File: src/rtl/key_debounce.sv
// key_debounce: pushbutton front end.
// Two-flop synchronizer, stability-count debounce FSM, and registered
// clean level plus single-cycle press/release pulses.
// Optional: define KEY_DEBOUNCE_BOUNCE_CNT_EN to add the 8-bit saturating
// bounce_count port, which counts aborted debounce attempts.
module key_debounce #(
  parameter int STABLE_CYCLES = 16,
  parameter bit ACTIVE_LOW    = 1'b1
) (
  input  logic       clk,
  input  logic       reset,
  input  logic       key_raw,
  output logic       key_clean,
  output logic       press_pulse,
  output logic       release_pulse
`ifdef KEY_DEBOUNCE_BOUNCE_CNT_EN
  ,
  output logic [7:0] bounce_count
`endif
);

  localparam int            CW       = $clog2(STABLE_CYCLES + 1);
  localparam logic [CW-1:0] LAST     = CW'(STABLE_CYCLES - 1);
  localparam logic          RELEASED = ACTIVE_LOW;

  typedef enum logic [1:0] {
    UP     = 2'd0,
    CHK_DN = 2'd1,
    DOWN   = 2'd2,
    CHK_UP = 2'd3
  } state_t;

  logic          sync1;
  logic          sync2;
  logic          pressed_s;
  state_t        state;
  state_t        state_nxt;
  logic [CW-1:0] cnt;
  logic [CW-1:0] cnt_nxt;
  logic          clean_nxt;
  logic          press_nxt;
  logic          release_nxt;

  // Bring the asynchronous pin into the clk domain; idle at the released level.
  always_ff @(posedge clk) begin
    if (reset) begin
      sync1 <= RELEASED;
      sync2 <= RELEASED;
    end else begin
      sync1 <= key_raw;
      sync2 <= sync1;
    end
  end

  // Normalise polarity so the FSM always sees 1 = pressed.
  assign pressed_s = sync2 ^ ACTIVE_LOW;

  // State and stability counter registers.
  always_ff @(posedge clk) begin
    if (reset) begin
      state <= UP;
      cnt   <= '0;
    end else begin
      state <= state_nxt;
      cnt   <= cnt_nxt;
    end
  end

  // Next-state logic; the counter restarts from zero on every transition.
  always_comb begin
    state_nxt = state;
    cnt_nxt   = cnt;
    unique case (state)
      UP: begin
        if (pressed_s) begin
          state_nxt = CHK_DN;
          cnt_nxt   = '0;
        end
      end
      CHK_DN: begin
        if (!pressed_s) begin
          state_nxt = UP;
          cnt_nxt   = '0;
        end else if (cnt == LAST) begin
          state_nxt = DOWN;
          cnt_nxt   = '0;
        end else begin
          cnt_nxt = cnt + CW'(1);
        end
      end
      DOWN: begin
        if (!pressed_s) begin
          state_nxt = CHK_UP;
          cnt_nxt   = '0;
        end
      end
      CHK_UP: begin
        if (pressed_s) begin
          state_nxt = DOWN;
          cnt_nxt   = '0;
        end else if (cnt == LAST) begin
          state_nxt = UP;
          cnt_nxt   = '0;
        end else begin
          cnt_nxt = cnt + CW'(1);
        end
      end
      default: begin
        state_nxt = UP;
        cnt_nxt   = '0;
      end
    endcase
  end

  // Outputs are decoded from the upcoming state so they land on the same edge
  // as the accepting transition rather than one cycle later.
  always_comb begin
    clean_nxt   = (state_nxt == DOWN) || (state_nxt == CHK_UP);
    press_nxt   = (state == CHK_DN) && (state_nxt == DOWN);
    release_nxt = (state == CHK_UP) && (state_nxt == UP);
  end

  // Registered outputs; reset forces them low without producing a release pulse.
  always_ff @(posedge clk) begin
    if (reset) begin
      key_clean     <= 1'b0;
      press_pulse   <= 1'b0;
      release_pulse <= 1'b0;
    end else begin
      key_clean     <= clean_nxt;
      press_pulse   <= press_nxt;
      release_pulse <= release_nxt;
    end
  end

`ifdef KEY_DEBOUNCE_BOUNCE_CNT_EN
  logic abort;

  assign abort = ((state == CHK_DN) && !pressed_s) ||
                 ((state == CHK_UP) &&  pressed_s);

  // Count aborted debounce attempts, holding at full scale.
  always_ff @(posedge clk) begin
    if (reset) begin
      bounce_count <= 8'd0;
    end else if (abort && (bounce_count != 8'hFF)) begin
      bounce_count <= bounce_count + 8'd1;
    end
  end
`endif

endmodule

File: config.mk
export PLATFORM = sky130hd
export DESIGN_NAME = key_debounce
export DESIGN_NICKNAME = d
export VERILOG_FILES = /design/src/rtl/key_debounce.sv
export SDC_FILE = /design/constraint.sdc
export NUM_CORES = 1
export LEC_CHECK = 0
export CORE_AREA = 2 2 39 41
export DETAILED_ROUTE_END_ITERATION = 12
export DIE_AREA = 0 0 41 43
export PLACE_DENSITY = 0.68
export SETUP_SLACK_MARGIN = 0.15
export SYNTH_ARGS = -nofsm -noshare
export SYNTH_HDL_FRONTEND = slang
export SYNTH_SLANG_ARGS = --single-unit
File: constraint.sdc
create_clock -name clk -period 3.9 [get_ports clk]
set_input_delay 0.39 -clock clk [delete_from_list [all_inputs] [get_ports clk]]
set_output_delay 0.39 -clock clk [all_outputs]
set_load 0.03 [all_outputs]
== Word-level counts from Yosys, hierarchy flattened ==
Index checks and enable logic that the tools add are counted.

* Output and inout bits: 3
* Bits of input ports: 3
* Word-level logic and storage cells: 35
* Flip-flop bits (word level): 12

* Reductions and logical operators: 6
* Muxes and demuxes: 13
* Add/sub/neg operators: 1
* Eq/ne operators: 8

{| class="wikitable"
|+ Operator list
! cell !! count
|-
| $mux W5 || 5
|-
| $pmux W5 S4 || 1
|-
| $mux W2 || 6
|-
| $eq A2 B2 Y1 const B || 4
|-
| $pmux W2 S4 || 1
|-
| $add A5 B1 Y5 const B || 1
|-
| $eq A5 B4 Y1 const B || 1
|-
| $logic_not A2 Y1 || 2
|-
| $ne A2 B2 Y1 const B || 2
|-
| $eq A2 B1 Y1 const B || 1
|-
| $logic_and A1 B1 Y1 || 2
|-
| $reduce_and A2 Y1 || 1
|-
| $logic_or A1 B1 Y1 || 1
|}

== Depth between registers and ports, before layout ==
Gate-level depths: netlist (run 1).

* Word-level depth: 6
* Mapped depth: 5
* Depth with buffers taken out: 4

== Least setup slack after synthesis (run 1) ==
No wires, ideal clock.

* Path kind: reg2reg
* Start point: register cnt[0]
* End point: register cnt[0]
* Path slack: 2.484 ns
* Arrival time: 1.346 ns
* Cell stages (with the launch flop): 6
* Setup time: 0.070 ns
* Clock period less this slack: 1.416 ns
* Path buffers: 1
* Data required time: 3.830 ns
* Cell sequence: dfxtp_1 -> ha_1 -> and4b_1 -> buf_2 -> or4_1 -> a21oi_1

* Longest elaborated chain between the ends: 4
* Elaborated cells on any way between the ends: 6
* Classes of those cells: add/sub (1); eq/ne (1); mux (4)

{| class="wikitable"
|+ RTL lines
! element !! RTL line !! text
|-
| from (decl) || 38 || <nowiki>logic [CW-1:0] cnt;</nowiki>
|-
| from (signal assigned) || 65 || <nowiki>cnt <= cnt_nxt;</nowiki>
|-
| $add A5 B1 Y5 or $eq A5 B4 Y1 (tied branches) || -- ||
|-
| $mux W5 (*) || 84, 101 ||
|-
| $mux W5, on equally long branches || 98, 81 ||
|-
| $pmux W5 S4 (*) || 73 || <nowiki>unique case (state)</nowiki>
|}

Every way passes the cells marked *; elsewhere a longest branch is shown, timed or not.
A chain may end at the register's enable or synchronous reset.

== Worst setup path after layout (run 1) ==
* Start point: register release_pulse
* End point: output release_pulse

{| class="wikitable"
|+ RTL lines
! element !! RTL line !! text
|-
| from (decl) || 15 || <nowiki>output logic release_pulse</nowiki>
|-
| from (signal assigned) || 132 || <nowiki>release_pulse <= release_nxt;</nowiki>
|}

No word-level cell between the ends.

==> flow_metrics.tcl, run 1 <==
set metrics [dict create \
    worstRegToRegCells 4 \
    timing.slew.headroom 0.681 \
    grt_pass1_vias 321 \
    width_of_the_die_um 41 \
    clockBufferDepth 2 \
    synth-seq-area-share 0.473 \
    non_filler_cells_in_the_finished_layout 73 \
    clock_sinks 12 \
    syn_area_per_cell_um2 9.77 \
    placed_cells_incl_taps 69 \
    list_of_cells_traversed_by_the_critical_path "clkdlybuf4s50_1" \
    design.final.nets 62 \
    combined_area_of_all_synthesized_cells_um2 508 \
    sort_of_element_at_the_end_of_the_critical_path "primary output" \
    ys_ff_latch 12 \
    place_congestion 0.740 \
    min_delay_worst_endpoint "sync2" \
    finalPower_mw 0.232 \
    via_count 382 \
    grt_pass1_wl_um 1390 \
    worst_setup_hold_path_clk_slew_ns 0.08 \
    wl_per_cell_um 12.4 \
    syn_nets 56 \
    use_met3 0.0157 \
    run_status "completed" \
    worst_path_max_delay_cell "clkdlybuf4s50_1" \
    areaGrowthSynthToFinish_pct 16.0 \
    hold_depth 1 \
    initial_core_util 0.367 \
    h-tree-depth 1 \
    top_level_ports 6 \
    fp.dieH_um 43 \
    critical_path.reg2reg.endpoint "cnt[0]" \
    netlist-cell-type-count 25 \
    clock_latency_ns 0.27 \
    ir_worst_vdd_v 0.000128 \
    min_period_over_period 0.418 \
    grt_max_degree 16 \
    timing.critical_path.max_delay_family "buffers and inverters" \
    max_freq_ghz 0.613 \
    r2r-start "cnt[0]" \
    post-dp-hpwl_um 627 \
    grt.busiest_layer "met1" \
    power_per_cell_area_mw_per_mm2 393 \
    route.antenna.remaining_nets 0 \
    drt_wl_total_um 908 \
    unrepaired_setup_endpoints_after_global_routing "no" \
    crit_path_max_incr_delay_ns 0.66 \
    tritoncts.num_buffers 3 \
    cts.hold.buffers_added 0 \
    setup-tns-final_ns 0 \
    drv_slew 0 \
    crit_type "reg -> out" \
    fp-row-count 14 \
    synth_enable_flop_cells 0 \
    async_reset_ff_frac 0 \
    gr-total-overflow 0 \
    dr.first_iter.drc_count 6 \
    ys.warnings.count 0 \
    final_count_of_hold_timing_violations 0 \
    fin_skew_ns 0.000365 \
    drt-pass1-iter-count 4 \
    floorplan.core_area_mm2 0.00138 \
    worst_hold_slack_ns 0.416 \
    via_per_inst 5.23 \
    num_antenna_cells 0 \
    setup.worst_path.start_class "register" \
    maxCapViolations 0 \
    tritoncts "built" \
    grt.total_usage 0.115 \
    setup_violations 0 \
    grt_antenna_before_repair 0 \
    timing_worst_slew_pin_value_ns 0.477 \
    power_leakage_nw 0.196 \
    synth_cells 52 \
    worstHoldStart "sync1" \
    die_area_mm2 0.00176 \
    path_max_fanout 1 \
    worst-endpoint-arrival_ns 1.24 \
    min_path_type "reg -> reg" \
    post_cts_buffers 0 \
    ratio_of_cells_with_drive_above_1_in_the_final_layout 0.123 \
    drcViolationCount 0 \
    grt.met1_usage 0.176 \
    final.min_clock_period_ns 1.63 \
    cell_at_the_root_of_the_clock_tree "clkbuf_4" \
    placement.io_buffers 5 \
    synth-main-ff-cell "dfxtp_1" \
    cts_resized 0 \
    r2r_slack_ns 2.40 \
    crit_buf_inv 1 \
    grtUsageMet2 0.141 \
    crit_required_ns 3.51 \
]
## stage by stage
stage                util  setup WS (ns)  instance area, um^2
floorplan               -           2.48                  508
global placement    0.400           2.29                  553
detailed placement  0.400           2.26                  553
CTS                 0.426           2.26                  589
global route        0.426           2.21                  589
finish              0.426           2.27                  589
## how the worst max path moves through the flow
stage                        startpoint             to  slack [ns]  depth (start not counted)
after detailed placement          reset         cnt[2]        2.26                          4
after CTS                     key_clean      key_clean        2.26                          1
after global routing          key_clean      key_clean        2.21                          1
final                     release_pulse  release_pulse        2.27                          1
after floorplan                  cnt[0]         cnt[0]        2.48                          5
after global placement            reset         cnt[3]        2.29                          2
## flip-flops by register name, indices dropped and copies added, names as in the netlist
register       count
sync1              1
press_pulse        1
sync2              1
cnt                5
key_clean          1
release_pulse      1
state              2
## report_power, final
group | internal (mW) | switching [mW] | total [mW]
Combinational | 0.00373 | 0.00420 | 0.00793
Sequential | 0.124 | 0.00176 | 0.125
Clock | 0.0567 | 0.0416 | 0.0982
## layout by cell type, fill, tap and decap left out, types with 2 or more instances in the layout
cell type        instances
or2_2                    2
nand3_1                  5
nor3b_1                  2
clkbuf_4                 3
nand2_1                  4
dfxtp_1                 12
nand2b_1                 2
clkdlybuf4s50_1          5
nand4b_1                 2
a311oi_1                 2
a21oi_1                  4
## cell usage after synthesis (2+ instances only)
| library cell | count | share of area |
|---|---|---|
| nand2b_1 | 2 | 0.025 |
| a21oi_1 | 4 | 0.039 |
| a311oi_1 | 2 | 0.034 |
| dfxtp_1 | 12 | 0.47 |
| or2_2 | 2 | 0.025 |
| nand2_1 | 4 | 0.030 |
| nand3_1 | 5 | 0.049 |
| nor3b_1 | 2 | 0.030 |
| buf_2 | 2 | 0.020 |
| nand4b_1 | 2 | 0.034 |
## logic make-up after synthesis
logic type | after synthesis | synth area share
fa+ha+maj | 1 | 0.0246
flops | 12 | 0.473
xor+xnor | 3 | 0.0665
buf+inv | 5 | 0.0566
simple gates | 21 | 0.249
compound gates | 10 | 0.131
## layout make-up
cell class | count | area [um^2]
Timing Repair Buffer | 5 | 50.0
Fill cell | 147 | 795
Clock buffer | 4 | 36.3
Sequential cell | 12 | 240
Multi-Input combinational cell | 35 | 239
Tap cell | 16 | 20.0
Inverter | 1 | 3.75
## routing by layer
layer  vias to the layer above  routed length (um)
met5                         -                   0
met4                         0                  14
met3                         2                  23
met2                         7                 380
met1                       174                 489
li1                        199                   -
Power figures use the tool's default switching activity.
==> run 2: changes to the inputs <==
Clock period 3.9 ns to 1.65 ns, I/O delays scaled along.
==> run 2 against run 1 <==
Worst hold slack lost 0.0018 ns. Final area grew 3.2%. Cell count grew 2.7%. Critical path depth grew 3. Register-to-register slack lost 2.2 ns. Clock-buffer cell count is the same. Total power grew 130%. Via count grew 2.4%. Routed wire length shrank 5.5%. Critical path type is now reg -> reg. Largest cell class is now multi-input gates. Largest power group unchanged.
==> flow_metrics.tcl, run 2 (synthesis results as in run 1) <==
set metrics [dict create \
    clock_sinks 12 \
    critical_path.reg2reg.endpoint "cnt[0]" \
    worstSetupStartpoint "cnt[0]" \
    grt_pass1_vias 327 \
    top_level_ports 6 \
    cts.hold.buffers_added 0 \
    setup_violations 0 \
    run_status "completed" \
    die_area_mm2 0.00176 \
    unrepaired_setup_endpoints_after_global_routing "no" \
    maxCapViolations 0 \
    list_of_cells_traversed_by_the_critical_path "ha_2 -> and4b_2 -> or4_1 -> a21oi_1" \
    via_count 391 \
    drt_wl_total_um 858 \
    mostFrequentLayoutCell "dfxtp_1" \
    setup.worst_path.start_class "register" \
    crit_buf_inv 0 \
    worst-path-stages 4 \
    width_of_the_die_um 41 \
    crit_required_ns 1.84 \
    placement.io_buffers 5 \
    post-dp-hpwl_um 580 \
    power_leakage_nw 0.203 \
    clockBufferDepth 2 \
    gr-total-overflow 0 \
    h-tree-depth 1 \
    tritoncts.num_buffers 3 \
    max_freq_ghz 0.700 \
    worst_slack_after_detailed_placement_ns 0.196 \
    initial_core_util 0.367 \
    wl_per_cell_um 11.4 \
    setup-tns-final_ns 0 \
    cell_at_the_root_of_the_clock_tree "clkbuf_4" \
    drv_slew 0 \
    min_path_type "reg -> reg" \
    r2r-start "cnt[0]" \
    via_per_inst 5.21 \
    worst_path_max_delay_cell "or4_1" \
    worst_setup_hold_path_clk_slew_ns 0.08 \
    path_max_fanout 7 \
    clock_latency_ns 0.26 \
    num_antenna_cells 0 \
    fp-row-count 14 \
    mostFrequentLayoutCells "dfxtp_1 (12), nand3_1 (5), clkdlybuf4s50_1 (5)" \
    final.fill_count 141 \
    post_dp_cell_area_um2 561 \
    worst_setup_path_endpoint "cnt[0]" \
    multi_input_comb_area_um2 243 \
    minimum_setup_slack_in_the_final_design_ns 0.221 \
    crit_type "reg -> reg" \
    sort_of_element_at_the_end_of_the_critical_path "register" \
    drt-pass1-iter-count 3 \
    areaGrowthSynthToFinish_pct 19.7 \
    place_congestion 0.757 \
    registers.top_by_ff_count "cnt" \
    grt_max_degree 16 \
    largestRegisters "cnt: 5 flops, state: 2 flops" \
    crit_path_max_incr_delay_ns 0.41 \
    largest_register_ff_count 5 \
    grt_antenna_before_repair 0 \
    r2r_slack_ns 0.22 \
    ir_worst_vdd_v 0.000375 \
    worstRegToRegCells 4 \
    fin_skew_ns 0.00145 \
    tritoncts "built" \
    final_count_of_hold_timing_violations 0 \
    seq_area_um2 240 \
    power_per_cell_area_mw_per_mm2 892 \
    stdcell_area_um2 608 \
    min_period_over_period 0.866 \
    dr.first_iter.drc_count 6 \
    route.antenna.remaining_nets 0 \
    timing_worst_slew_pin_value_ns 0.457 \
    floorplan.core_area_mm2 0.00138 \
    timing.slew.headroom 0.695 \
    timing.critical_path.max_delay_family "simple AND/OR/NAND/NOR gates" \
    grt_pass1_wl_um 1520 \
    final.min_clock_period_ns 1.43 \
    drcViolationCount 0 \
    grt.total_usage 0.126 \
    worst-endpoint-arrival_ns 1.62 \
    fp.dieH_um 43 \
    design.final.nets 64 \
    ratio_of_cells_with_drive_above_1_in_the_final_layout 0.186 \
]
==> run 2: per-layer routing <==
metal,GRT usage,vias up,wire [um]
li1,-,203,-
met1,0.185,183,461
met2,0.156,5,371
met3,0.0471,0,25
met4,0.0600,0,0
met5,0,-,0
==> run 2: final cells by class <==
class,instances,area share
flip-flops and latches,12,0.395
inverters,1,0.00617
repair buffers,7,0.107
clock buffers,4,0.0597
multi-input cells,35,0.399
well taps,16,0.0329
==> run 2: worst reg2reg max path, cell delays in order (launching register included) <==
cell,delay (ns)
dfxtp_1,0.34
ha_2,0.21
and4b_2,0.26
or4_1,0.41
a21oi_1,0.14
==> run 2: repair_timing <==
action / 4_1_cts / 5_1_grt
buffers inserted: 0 / 1
gates resized for setup: 0 / 2
endpoints found under the setup margin: 0 / 4
==> run 2: power by group <==
part / internal [mW] / total (mW) / switching [mW]
clock: 0.134 / 0.227 / 0.0928
sequential: 0.292 / 0.295 / 0.00258
combinational: 0.00962 / 0.0208 / 0.0111
total: 0.436 / 0.542 / 0.107
==> run 2: stage by stage <==
| stage | power [mW] | hold WS (ns) | cells | utilization |
|---|---|---|---|---|
| finish | 0.542 | 0.414 | 75 | 0.439 |
| global route | 0.575 | 0.430 | 75 | 0.439 |
| CTS | 0.553 | 0.418 | 74 | 0.431 |
| detailed placement | 0.323 | 0.400 | 70 | 0.405 |
| global placement | 0.323 | 0.392 | 70 | 0.405 |
| floorplan | 0.316 | 0.268 | 52 | - |
==> run 2: how the worst min path moves through the flow <==
stage               startpoint     end  slack (ns)  cells after the start
floorplan                reset  cnt[3]        0.27                      1
global placement         sync1   sync2        0.39                      1
detailed placement       sync1   sync2        0.40                      1
CTS                      sync1   sync2        0.42                      1
global route             sync1   sync2        0.43                      1
finish                   sync1   sync2        0.41                      1
